$ cat src/rtl/sig_ctrl.sv
// rtl/sig_ctrl.sv - signature controller: run/drain/done sequencing and dump record FIFO
// Sig writes steer the run FSM (stop) or emit ireg/stream dump records through a 2-entry FIFO.
module sig_ctrl #(
  parameter int ADDR_WIDTH  = 21,
  parameter int DATA_WIDTH  = 128,
  parameter int STOP_ADDR   = 0,
  parameter int IREG_ADDR   = 1,
  parameter int STREAM_ADDR = 2,
  parameter int STOP_DRAIN  = 50,
  parameter int CNT_WIDTH   = 32
) (
  input  logic                  clk_i,
  input  logic                  rst_ni,
  input  logic                  run_en_i,
  input  logic [CNT_WIDTH-1:0]  simlen_i,
  input  logic                  mem_req_i,
  input  logic                  mem_we_i,
  input  logic [ADDR_WIDTH-1:0] mem_addr_i,
  input  logic [DATA_WIDTH-1:0] mem_wdata_i,
  input  logic [DATA_WIDTH-1:0] mem_wdata_t0_i,
  output logic                  dump_valid_o,
  input  logic                  dump_ready_i,
  output logic                  dump_kind_o,
  output logic [7:0]            dump_id_o,
  output logic [63:0]           dump_value_o,
  output logic [63:0]           dump_value_t0_o,
  output logic                  dump_tainted_o,
  output logic [1:0]            state_o,
  output logic                  done_o,
  output logic                  done_cause_o,
  output logic [CNT_WIDTH-1:0]  step_o,
  output logic                  overflow_o
);

  localparam int DRAIN_W = $clog2(STOP_DRAIN + 1);

  typedef enum logic [1:0] {
    IDLE  = 2'd0,
    RUN   = 2'd1,
    DRAIN = 2'd2,
    DONE  = 2'd3
  } state_e;

  typedef struct packed {
    logic        kind;
    logic [7:0]  id;
    logic [63:0] value;
    logic [63:0] value_t0;
  } rec_t;

  state_e               state_q, state_d;
  logic [CNT_WIDTH-1:0] step_q, step_d;
  logic [DRAIN_W-1:0]   drain_q, drain_d;
  logic                 cause_q, cause_d;
  logic                 ovf_q, ovf_d;
  logic [7:0]           ireg_id_q, ireg_id_d;
  logic [7:0]           stream_id_q, stream_id_d;
  rec_t                 slot0_q, slot0_d;
  rec_t                 slot1_q, slot1_d;
  logic [1:0]           cnt_q, cnt_d;

  logic sig_wr, hit_stop, hit_ireg, hit_stream, limit_hit;
  logic dump_wr, push, pop;
  rec_t new_rec, head;

  logic unused_wdata_hi;
  assign unused_wdata_hi = ^{mem_wdata_i[DATA_WIDTH-1:64], mem_wdata_t0_i[DATA_WIDTH-1:64]};

  assign sig_wr     = mem_req_i & mem_we_i;
  assign hit_stop   = sig_wr && (mem_addr_i == ADDR_WIDTH'(STOP_ADDR));
  assign hit_ireg   = sig_wr && (mem_addr_i == ADDR_WIDTH'(IREG_ADDR));
  assign hit_stream = sig_wr && (mem_addr_i == ADDR_WIDTH'(STREAM_ADDR));
  assign limit_hit  = (simlen_i != '0) && (step_q == simlen_i - CNT_WIDTH'(1));

  assign dump_wr = (state_q == RUN) && (hit_ireg || hit_stream);
  assign pop     = (cnt_q != 2'd0) && dump_ready_i;
  // A pop on the same edge frees a slot, so a write to a full FIFO still lands.
  assign push    = dump_wr && ((cnt_q != 2'd2) || pop);

  always_comb begin
    new_rec          = '0;
    new_rec.kind     = hit_stream;
    new_rec.id       = hit_stream ? stream_id_q : ireg_id_q;
    new_rec.value    = mem_wdata_i[63:0];
    new_rec.value_t0 = mem_wdata_t0_i[63:0];
  end

  always_comb begin
    state_d = state_q;
    step_d  = step_q;
    drain_d = drain_q;
    cause_d = cause_q;
    unique case (state_q)
      IDLE: begin
        if (run_en_i) state_d = RUN;
      end
      RUN: begin
        step_d = step_q + CNT_WIDTH'(1);
        if (limit_hit) begin
          state_d = DONE;
          cause_d = 1'b1;
        end else if (hit_stop) begin
          state_d = DRAIN;
          drain_d = DRAIN_W'(STOP_DRAIN);
        end
      end
      DRAIN: begin
        step_d = step_q + CNT_WIDTH'(1);
        if (limit_hit) begin
          state_d = DONE;
          cause_d = 1'b1;
        end else if (drain_q == '0) begin
          state_d = DONE;
          cause_d = 1'b0;
        end else begin
          drain_d = drain_q - DRAIN_W'(1);
        end
      end
      DONE: begin
      end
      default: state_d = IDLE;
    endcase
  end

  always_comb begin
    slot0_d     = slot0_q;
    slot1_d     = slot1_q;
    cnt_d       = cnt_q;
    ovf_d       = ovf_q | (dump_wr & ~push);
    ireg_id_d   = ireg_id_q;
    stream_id_d = stream_id_q;
    if (dump_wr && hit_ireg)   ireg_id_d   = ireg_id_q + 8'd1;
    if (dump_wr && hit_stream) stream_id_d = stream_id_q + 8'd1;
    unique case ({push, pop})
      2'b01: begin
        slot0_d = slot1_q;
        cnt_d   = cnt_q - 2'd1;
      end
      2'b10: begin
        if (cnt_q == 2'd0) slot0_d = new_rec;
        else               slot1_d = new_rec;
        cnt_d = cnt_q + 2'd1;
      end
      2'b11: begin
        if (cnt_q == 2'd1) begin
          slot0_d = new_rec;
        end else begin
          slot0_d = slot1_q;
          slot1_d = new_rec;
        end
      end
      default: begin
      end
    endcase
  end

  always_ff @(posedge clk_i) begin
    if (!rst_ni) begin
      state_q     <= IDLE;
      step_q      <= '0;
      drain_q     <= '0;
      cause_q     <= 1'b0;
      ovf_q       <= 1'b0;
      ireg_id_q   <= 8'd1;
      stream_id_q <= 8'd0;
      slot0_q     <= '0;
      slot1_q     <= '0;
      cnt_q       <= 2'd0;
    end else begin
      state_q     <= state_d;
      step_q      <= step_d;
      drain_q     <= drain_d;
      cause_q     <= cause_d;
      ovf_q       <= ovf_d;
      ireg_id_q   <= ireg_id_d;
      stream_id_q <= stream_id_d;
      slot0_q     <= slot0_d;
      slot1_q     <= slot1_d;
      cnt_q       <= cnt_d;
    end
  end

  // Stale slot contents are masked so idle dump outputs read as zero.
  assign head            = dump_valid_o ? slot0_q : '0;
  assign dump_valid_o    = (cnt_q != 2'd0);
  assign dump_kind_o     = head.kind;
  assign dump_id_o       = head.id;
  assign dump_value_o    = head.value;
  assign dump_value_t0_o = head.value_t0;
  assign dump_tainted_o  = |head.value_t0;
  assign state_o         = state_q;
  assign done_o          = (state_q == DONE);
  assign done_cause_o    = cause_q;
  assign step_o          = step_q;
  assign overflow_o      = ovf_q;

endmodule

$ cat config.mk
export PLATFORM = sky130hd
export DESIGN_NAME = sig_ctrl
export DESIGN_NICKNAME = d
export VERILOG_FILES = /design/src/rtl/sig_ctrl.sv
export SDC_FILE = /design/constraint.sdc
export NUM_CORES = 1
export LEC_CHECK = 0
export ABC_AREA = 1
export BUFFER_PORTS_ARGS = -buffer_cell sky130_fd_sc_hd__buf_2
export CORE_AREA = 2 2 191 193
export DETAILED_ROUTE_END_ITERATION = 8
export DIE_AREA = 0 0 193 195
export PLACE_DENSITY_LB_ADDON = 0.3
export SYNTH_ARGS = -nofsm -noshare
export SYNTH_HDL_FRONTEND = slang
export SYNTH_SLANG_ARGS = --single-unit
$ cat constraint.sdc
create_clock -name clk_i -period 2.7 [get_ports clk_i]
set_input_delay 0.27 -clock clk_i [delete_from_list [all_inputs] [get_ports clk_i]]
set_output_delay 0.27 -clock clk_i [all_outputs]
set_load 0.01 [all_outputs]
==> results.py <==
metrics = {
    "route": {
        "drt_iter0_markers": 1081,
        "vias_per_cell": 5.37,
        "dr_total_vias": 17200,
        "wl_met3_um": 3850,
        "dr.pass1.iters": 6,
        "drt-wirelength-per-cell_um": 16.3,
        "drtAntennaViolNets": 0,
        "drt-total-wl_um": 52100,
        "wl_met1_um": 21800,
        "drc": 0,
        "top_layer_used": "met5",
        "met2_length_um": 24400,
    },
    "sta": {
        "fin_tns_setup_ps": -215,
        "max_freq_mhz": 343,
        "finalCritPeriodShare_pct": 108,
        "finalClockSkew_ps": 20.4,
        "period_needed_ps": 2920,
        "finalHoldViolations": 0,
        "slew_viol_final": 0,
        "setup_slack_ps": -215,
        "setup_viol": 1,
        "finalHoldWorstSlack_ps": 8.32,
        "slew_headroom_pct": 23.2,
        "tightest_slew_ps": 1150,
        "rsz0062_at_grt": "yes",
    },
    "outcome": {
        "outcome": "complete, but fails checks",
        "failed_checks": "setup timing",
    },
    "clocking": {
        "clock_latency_ps": 530,
        "clk_path_buf_depth": 3,
        "cts-htree-levels": 2,
        "cts_root_buffer": "clkbuf_16",
        "cts_tree": "done",
        "cts_made_buffers": 36,
        "clock-sinks": 334,
        "clk_pin_slew_ps": 60,
    },
    "setup_path": {
        "crit_required_ps": 2430,
        "path_max_fanout": 7,
        "reg2reg_depth": 15,
        "cp-end-kind": "output port",
        "r2r_end": "slot1_q[66]$_SDFFE_PN0P_",
        "ff2ff_setup_slack_ps": 10,
        "start_kind": "flop",
        "crit_type": "flop to output port",
        "r2r-start": "cnt_q[0]$_SDFFE_PN0P_",
        "arrival_ps": 2650,
    },
    "die": {
        "ioPinCount": 491,
        "dieArea_mm2": 0.0376,
        "fp-row-count": 69,
        "start_util_pct": 47.0,
        "die_y_um": 195,
        "core_mm2": 0.0354,
        "die_width_um": 193,
    },
    "min_path": {
        "min_path_cells": 3,
        "worstHoldPathType": "primary input to flop",
        "hold_end": "slot0_q[59]$_SDFFE_PN0P_",
        "hp-start": "mem_wdata_t0_i[59]",
    },
    "logic_synthesis": {
        "synthFlopType": "dfxtp_1",
        "yosysSeqAreaShare_pct": 40.2,
        "synthCells": 2359,
        "ys_warn_count": 0,
        "synth.distinct_cells": 52,
        "syn_area_per_cell_um2": 7.06,
        "yosysTopAreaCellShare_pct": 40.2,
        "synth_area_leader_cell": "dfxtp_1",
        "async_reset_ff_share_pct": 0,
        "synth_edf_count": 0,
        "synth.area.top_cells": "dfxtp_1, inv_1, o21ai_0",
        "ys_seq_elements": 334,
        "synth_area_mm2": 0.0166,
        "synth_fp_nets": 2688,
    },
    "placed_design": {
        "dp_hpwl_um": 34100,
        "port_buffers": 362,
        "gp_congestion": 0.903,
    },
    "global_route": {
        "antenna_found_initial": 16,
        "grt_pass1_wl_um": 79700,
        "grt_max_degree": 176,
        "track_usage_pct": 25.8,
        "grt.overflow.total": 0,
        "grt_pass1_vias": 16200,
    },
    "power_and_ir_drop": {
        "p_leak_nw": 8.87,
        "peakVddDrop_mv": 0.424,
        "p_per_area_mw_per_mm2": 617,
    },
    "run": {
        "cap_violations": 0,
    },
    "cells_and_area": {
        "drive_gt1_share_pct": 22.5,
        "final_net_count": 3034,
        "area_growth_pct": 26.4,
    },
}
==> metal layers <==
| layer | global-route usage [%] | vias up |
|---|---|---|
| met5 | 0 | - |
| met4 | 10.9 | 16 |
| met3 | 5.59 | 127 |
| met2 | 42.6 | 635 |
| met1 | 32.4 | 7987 |
| li1 | - | 8420 |
==> repair_timing <==
action                                  4_1_cts  5_1_grt
hold buffers                                  2        0
endpoints found under the hold margin         2        0
resized for setup                            31       54
cloned                                        2        8
buffers inserted                             11        5
pin swaps                                    11        4
endpoints found under the setup margin      264      280
==> per-stage QoR <==
stage / setup slack, ps / total power [W] / utilization, % / std cells / cell area (um^2)
after floorplan: 273 / 0.00677 / - / 2359 / 16600
after global placement: -95.6 / 0.00748 / 53.9 / 3100 / 19100
after detailed placement: -144 / 0.00753 / 53.9 / 3100 / 19100
after CTS: -183 / 0.0130 / 58.3 / 3180 / 20600
after global routing: -278 / 0.0135 / 59.4 / 3199 / 21000
final: -215 / 0.0130 / 59.4 / 3201 / 21000
==> flip-flops by register name (all words and copies together) (netlist names) <==
name / flops
ireg_id_q: 8
state_o: 2
stream_id_q: 8
done_cause_o: 1
cnt_q: 2
slot0_q: 137
drain_q: 6
slot1_q: 137
step_o: 32
overflow_o: 1
==> worst max path at each step <==
stage / startpoint / to / cells after the start
2_1_floorplan: state_o[0]$_SDFFE_PN0P_ / step_o[30]$_SDFFE_PN0P_ / 19
3_5_place_dp: cnt_q[0]$_SDFFE_PN0P_ / slot0_q[86]$_SDFFE_PN0P_ / 14
6_report: cnt_q[1]$_SDFFE_PN0P_ / dump_tainted_o / 9
4_1_cts: cnt_q[1]$_SDFFE_PN0P_ / dump_tainted_o / 9
3_3_place_gp: mem_addr_i[9] / slot0_q[8]$_SDFFE_PN0P_ / 17
5_1_grt: cnt_q[1]$_SDFFE_PN0P_ / dump_tainted_o / 10
==> placed cells by master, fill, tap and decap left out, types with 16 or more instances in the layout <==
cell       count
nand3_1       45
nor3_1        25
buf_2        361
a22oi_1       65
buf_4         53
a221oi_1      36
a21oi_1      245
o21ai_0      258
nor2_1       274
dfxtp_1      331
o211ai_1      59
nor2_2        25
clkbuf_16     45
o21ai_1       28
nand2_1      225
nand4_1       18
inv_1        420
nor4_1        16
==> synth_stat cells (7+ instances only) <==
master and instances:
xor2_1 12, xnor2_1 15, clkbuf_2 11, nand4_1 18
nand3_1 46, nor2_1 285, nand2_2 14, buf_2 41
a221oi_1 40, ha_1 14, buf_4 7, o21ai_1 7
nor4_1 23, inv_1 422, dfxtp_1 334, a21oi_1 247
nor3_1 25, a22oi_1 65, o211ai_1 59, nor2_4 8
nand2_1 229, inv_2 7, clkbuf_1 76, o21ai_0 279
nor2_2 17
==> power breakdown <==
group,internal (W),switching [W],leakage (nW)
registers,0.00520,0.000156,2.71
logic,0.000926,0.00137,5.55
clock network,0.00328,0.00204,0.616
total,0.00940,0.00357,8.87
==> critical path: stages (launching register included) <==
cell and delay, ps:
dfxtp_2 330, inv_2 70, ha_4 160, buf_12 130
buf_8 130, nor2_2 60, nor4_2 270, nand4_1 230
or4_1 560, buf_2 150
==> final cells by class <==
class,count,area (um^2)
Clock buffer,55,1050
Antenna cell,8,20.0
Timing Repair Buffer,455,3000
Tap cell,461,577
Sequential cell,334,6690
Clock inverter,10,211
Multi-Input combinational cell,1449,7870
Inverter,429,1610
Fill cell,3211,14400
==> kinds of logic after synthesis <==
logic type,Yosys count,share of synthesized area (%)
AO/OA/AOI/OAI,715,24.6
XOR/XNOR,27,1.42
adder cells (fa/ha/maj),14,1.05
buffers and inverters,576,13.8
flip-flops,334,40.2
AND/OR/NAND/NOR,693,18.9
(Power assumes the default switching activity.)
